--- config.mk ---
export PLATFORM = sky130hd
export DESIGN_NAME = instruction_fetch
export DESIGN_NICKNAME = d
export VERILOG_FILES = /design/src/rtl/instruction_fetch.sv
export SDC_FILE = /design/constraint.sdc
export NUM_CORES = 1
export LEC_CHECK = 0
export ABC_AREA = 1
export CAP_MARGIN = 0
export CORE_ASPECT_RATIO = 1.75
export CORE_MARGIN = 3
export CORE_UTILIZATION = 43
export CTS_CLUSTER_DIAMETER = 30
export DETAILED_ROUTE_END_ITERATION = 12
export MAX_ROUTING_LAYER = met4
export PLACE_DENSITY = 0.83
export SLEW_MARGIN = 30
export SYNTH_ARGS = -nofsm -noshare
export SYNTH_HDL_FRONTEND = slang
export SYNTH_SLANG_ARGS = --single-unit
--- constraint.sdc ---
create_clock -name clka -period 1.9 [get_ports clka]
set_input_delay 0.285 -clock clka [delete_from_list [all_inputs] [get_ports clka]]
set_output_delay 0.285 -clock clka [all_outputs]
set_load 0.01 [all_outputs]
--- src/rtl/instruction_fetch.sv ---
// Fetch stage: owns the PC, drives the 1-cycle block ROM read port and
// pairs each returned ROM word with the address that requested it.
module instruction_fetch #(
  parameter int                ADDR_W    = 10,
  parameter int                DATA_W    = 32,
  parameter logic [ADDR_W-1:0] RESET_PC  = '0,
  parameter logic [DATA_W-1:0] HALT_WORD = '1
) (
  input  logic              clka,
  input  logic              reset,
  input  logic              stall,
  input  logic              branch_taken,
  input  logic [ADDR_W-1:0] branch_target,
  output logic              rom_ena,
  output logic [ADDR_W-1:0] rom_addra,
  input  logic [DATA_W-1:0] rom_douta,
  output logic [DATA_W-1:0] instr,
  output logic [ADDR_W-1:0] instr_pc,
  output logic              instr_valid,
  output logic              halted,
  output logic [15:0]       fetch_count
);

  typedef enum logic [1:0] {PRIME, RUN, HALT} state_t;

  state_t            state, state_nx;
  logic [ADDR_W-1:0] pc, pc_nx;
  logic [ADDR_W-1:0] issued_pc, issued_pc_nx;
  logic              valid_r, valid_nx;
  logic              halted_nx;
  logic              halt_hit;

  // The ROM output is registered inside the ROM, so instr is a wire; only
  // the address it belongs to has to be tracked (issued_pc).
  assign instr       = rom_douta;
  assign instr_pc    = issued_pc;
  assign instr_valid = valid_r && (state == RUN) && !reset;

  // Next-state and ROM port decode; branch beats stall, stall beats advance.
  always_comb begin
    state_nx     = state;
    pc_nx        = pc;
    issued_pc_nx = issued_pc;
    valid_nx     = valid_r;
    halted_nx    = halted;
    rom_ena      = 1'b0;
    rom_addra    = pc;
    halt_hit     = 1'b0;

    case (state)
      PRIME: begin
        rom_ena      = 1'b1;
        rom_addra    = pc;
        issued_pc_nx = pc;
        pc_nx        = pc + 1'b1;
        valid_nx     = 1'b1;
        state_nx     = RUN;
      end

      RUN: begin
        halt_hit = valid_r && (rom_douta == HALT_WORD) && !stall && !branch_taken;
        if (branch_taken) begin
          // Redirect goes straight to the ROM so the target is on instr
          // next cycle with no bubble and no wrong-path word.
          rom_ena      = 1'b1;
          rom_addra    = branch_target;
          issued_pc_nx = branch_target;
          pc_nx        = branch_target + 1'b1;
          valid_nx     = 1'b1;
        end else if (stall) begin
          // ROM disabled: douta holds, so the presented word stays put.
          rom_ena = 1'b0;
        end else begin
          rom_ena      = 1'b1;
          rom_addra    = pc;
          issued_pc_nx = pc;
          pc_nx        = pc + 1'b1;
          if (halt_hit) begin
            // Halt word is consumed this cycle; nothing after it is shown.
            state_nx  = HALT;
            valid_nx  = 1'b0;
            halted_nx = 1'b1;
          end
        end
      end

      HALT: begin
        // Parked until reset.
        rom_ena = 1'b0;
      end

      default: state_nx = PRIME;
    endcase

    if (reset) begin
      rom_ena   = 1'b0;
      rom_addra = RESET_PC;
    end
  end

  // State register, PC bookkeeping and the accepted-instruction counter.
  always_ff @(posedge clka) begin
    if (reset) begin
      state       <= PRIME;
      pc          <= RESET_PC;
      issued_pc   <= RESET_PC;
      valid_r     <= 1'b0;
      halted      <= 1'b0;
      fetch_count <= '0;
    end else begin
      state     <= state_nx;
      pc        <= pc_nx;
      issued_pc <= issued_pc_nx;
      valid_r   <= valid_nx;
      halted    <= halted_nx;
      if (instr_valid && !stall)
        fetch_count <= fetch_count + 16'd1;
    end
  end

endmodule

==> impl_metrics.py <==
metrics = {
    "clocking": {
        "cts_root_buffer": "clkbuf_8",
        "cts_max_path_buffers": 2,
        "worst_setup_hold_path_clk_slew_ns": 0.07,
        "tritoncts_num_sinks": 40,
        "cts_buffer_count": 5,
        "htree_levels": 2,
        "holdBufCountCts": 0,
        "cts_tree": "built",
        "worst_skew_pair.late_latency_ns": 0.29,
    },
    "synthesis": {
        "synth_cell_types": 31,
        "post_synth.cell_area_avg_um2": 6.303,
        "syn_area_um2": 2710,
        "synthesis.yosys.warnings": 0,
        "synth_sequential_area_ratio": 0.2955,
        "post_synth_inst_count": 430,
        "yosys_register_bits": 40,
        "synth_net_count": 479,
    },
    "sta": {
        "fin_crit_sh": 0.9604,
        "timing.slew.headroom": 0.8187,
        "slew_violations": 0,
        "fin_setup_tns_ns": 0,
        "skew_ns": 0.009930,
        "setup_viol_count_final": 0,
        "rsz0062_at_grt": "yes",
        "timing_worst_slew_pin_value_ns": 0.2709,
        "hold_ws_ns": 0.4607,
        "final_period_minus_worst_setup_slack_ns": 1.825,
        "fmax_ghz": 0.5480,
        "finalHoldViolCount": 0,
    },
    "die": {
        "die_x_extent_um": 66.01,
        "design.die.area_um2": 7328,
        "count_of_pins_on_the_block_boundary": 117,
        "core_area_um2": 5972,
        "die-height_um": 111.0,
        "std_cell_rows": 37,
        "effective_utilization_at_floorplan": 0.4538,
    },
    "finish": {
        "final_nets": 595,
        "diodes": 0,
        "design_area_um2": 4045,
        "drive_above_1_share": 0.1245,
        "post_synthesis_to_final_layout_area_growth_pct": 49.26,
    },
    "worst_setup_path": {
        "reg2reg_to": "fetch_count[10]",
        "timing.critical_path.fanout_max": 18,
        "end_kind": "primary output",
        "timing.reg2reg.setup_slack_ns": 0.30,
        "critPathLaunchType": "flip-flop",
        "worstSetupStartpoint": "state[1]",
        "critPathRequiredTime_ns": 1.62,
        "cp.arrival_ns": 1.54,
        "reg2reg_depth": 9,
        "worst_r2r_startpoint": "fetch_count[0]",
        "critPathKind": "reg -> out",
        "worstSetupEndpoint": "rom_addra[2]",
    },
    "drt": {
        "drt_wl_total_mm": 8.118,
        "avgViaCountPerCell": 5.034,
        "route.antenna.remaining_nets": 0,
        "detail_route.iter0.violations": 201,
        "drt_drc_violations_left": 0,
        "num_vias": 3141,
        "wire_per_inst_um": 13.01,
        "drt_first_pass_iters": 7,
    },
    "power_and_ir_drop": {
        "power.share.clock": 0.270,
        "power.static_leakage_nw": 1.668,
        "switchingPower_uw": 571.6,
        "power.internal_mw": 1.422,
        "total_power_mw": 1.994,
        "power.sequential.fraction": 0.454,
        "worst_case_vdd_ir_drop_mv": 0.4663,
        "comb_power_share": 0.276,
        "switching_share": 0.2867,
        "pwr_density_cell_nw_per_um2": 492.8,
    },
    "global_routing": {
        "grt_overflow_total": 0,
        "global_route_usage_over_all_layers": 0.2289,
        "via_count_of_the_first_global_routing_pass": 3025,
        "grt_antenna_before_repair": 0,
        "grt_pass1_wl_mm": 13.22,
        "grt_max_degree": 19,
    },
    "hold_path": {
        "min-delay-path-class": "reg -> reg",
    },
    "placement": {
        "io_buffers": 116,
        "gp_congestion": 0.8721,
        "dp_hpwl_mm": 6.489,
        "placement.cell_area_um2": 3925,
    },
    "job": {
        "drv.max_cap_violation_count": 0,
    },
    "run_status": {
        "status": "completed",
    },
}
cell usage after synthesis:
master / count / area [um2]
nor2_1: 60 / 225.2
nor3_1: 4 / 20.02
o21ai_2: 1 / 8.760
dfxtp_1: 40 / 800.8
xnor2_1: 4 / 35.03
nand4_1: 13 / 81.33
clkbuf_1: 3 / 11.26
inv_1: 31 / 116.4
buf_4: 32 / 240.2
o21a_1: 1 / 7.510
buf_2: 4 / 20.02
o21ai_1: 8 / 40.04
xor2_1: 2 / 17.52
nand2_4: 1 / 11.26
buf_6: 2 / 22.52
a31oi_1: 2 / 12.51
nor2_4: 4 / 45.04
inv_2: 7 / 26.28
nand3b_1: 4 / 30.03
nand2_8: 1 / 20.02
or2_0: 1 / 6.260
nand3_1: 28 / 140.1
ha_1: 3 / 37.54
a21oi_1: 14 / 70.07
nor2_8: 1 / 20.02
nand2_2: 2 / 12.51
nand2_1: 128 / 480.5
a21boi_0: 1 / 7.510
nor2_2: 1 / 6.260
o21ai_0: 26 / 130.1
a22oi_1: 1 / 7.510
per-layer routing:
metal  vias to the layer above  global-route usage  share of wire
met1                      1405              0.2244           0.37
li1                       1586                   -              -
met4                         0             0.08548          0.028
met2                       123              0.4263           0.55
met5                         -                   -              0
met3                        27             0.04462          0.049
power groups by stage:
stage	combinational (mW)	sequential [mW]	clock, mW
floorplan	0.243	0.926	0
global placement	0.532	0.921	0
detailed placement	0.542	0.923	0
CTS	0.538	0.904	0.556
global route	0.598	0.909	0.593
finish	0.550	0.906	0.538
through the flow:
step	setup WS [ns]	instances	util
floorplan	0.4496	430	-
global placement	-0.3123	613	0.6572
detailed placement	-0.3423	613	0.6572
CTS	0.0008155	622	0.6709
global route	-0.008244	624	0.6774
finish	0.07532	624	0.6774
cells in the final DEF (no fill, tap or decap), types with 13 or more instances in the layout:
cell type,instances
nand2_1,128
clkdlybuf4s50_1,102
nor2_1,60
dfxtp_1,38
inv_1,31
buf_4,30
nand3_1,28
o21ai_0,19
a21oi_1,14
nand4_1,13
repair_timing:
action	in CTS	in global routing
endpoints found under the setup margin	12	11
buffers inserted	2	2
resized for setup	16	25
pin swaps	1	2
sequential cells by signal (all words and copies together), names as in the netlist:
| signal | cells |
|---|---|
| fetch_count | 16 |
| instr_pc | 10 |
| pc | 10 |
| state | 2 |
| halted | 1 |
| valid_r | 1 |
cells by family (layout without fill, tap and decap cells):
| group | Yosys count | after routing | share of synthesized area |
|---|---|---|---|
| compound gates | 54 | 54 | 0.1048 |
| xor+xnor | 6 | 6 | 0.01939 |
| fa+ha+maj | 3 | 3 | 0.01385 |
| buf+inv | 79 | 195 | 0.1611 |
| flops | 40 | 40 | 0.2955 |
| simple gates | 248 | 248 | 0.4054 |
final cells by class:
cell class | count | area [um2]
Sequential cell | 40 | 803.3
Clock buffer | 6 | 72.57
Timing Repair Buffer | 150 | 1433
Inverter | 38 | 142.6
Clock inverter | 1 | 5.005
Multi-Input combinational cell | 311 | 1491
Fill cell | 519 | 1927
Tap cell | 78 | 97.59
worst max-delay path, cell delays in order (launching register included):
cell,delay [ns]
dfxtp_2,0.32
inv_2,0.07
nand2_4,0.06
inv_2,0.06
nand2_1,0.08
buf_12,0.16
nand2_1,0.08
o21ai_2,0.07
nor2_1,0.10
clkdlybuf4s15_1,0.24
worst min path at each step:
stage,from,to,slack [ns],cells past startpoint
detailed placement,halted,halted,0.44,2
finish,halted,halted,0.46,2
global route,halted,halted,0.48,2
CTS,halted,halted,0.46,2
global placement,instr_pc[9],instr_pc[9],0.44,2
floorplan,pc[9],pc[9],0.45,2
(Power assumes the default switching activity.)
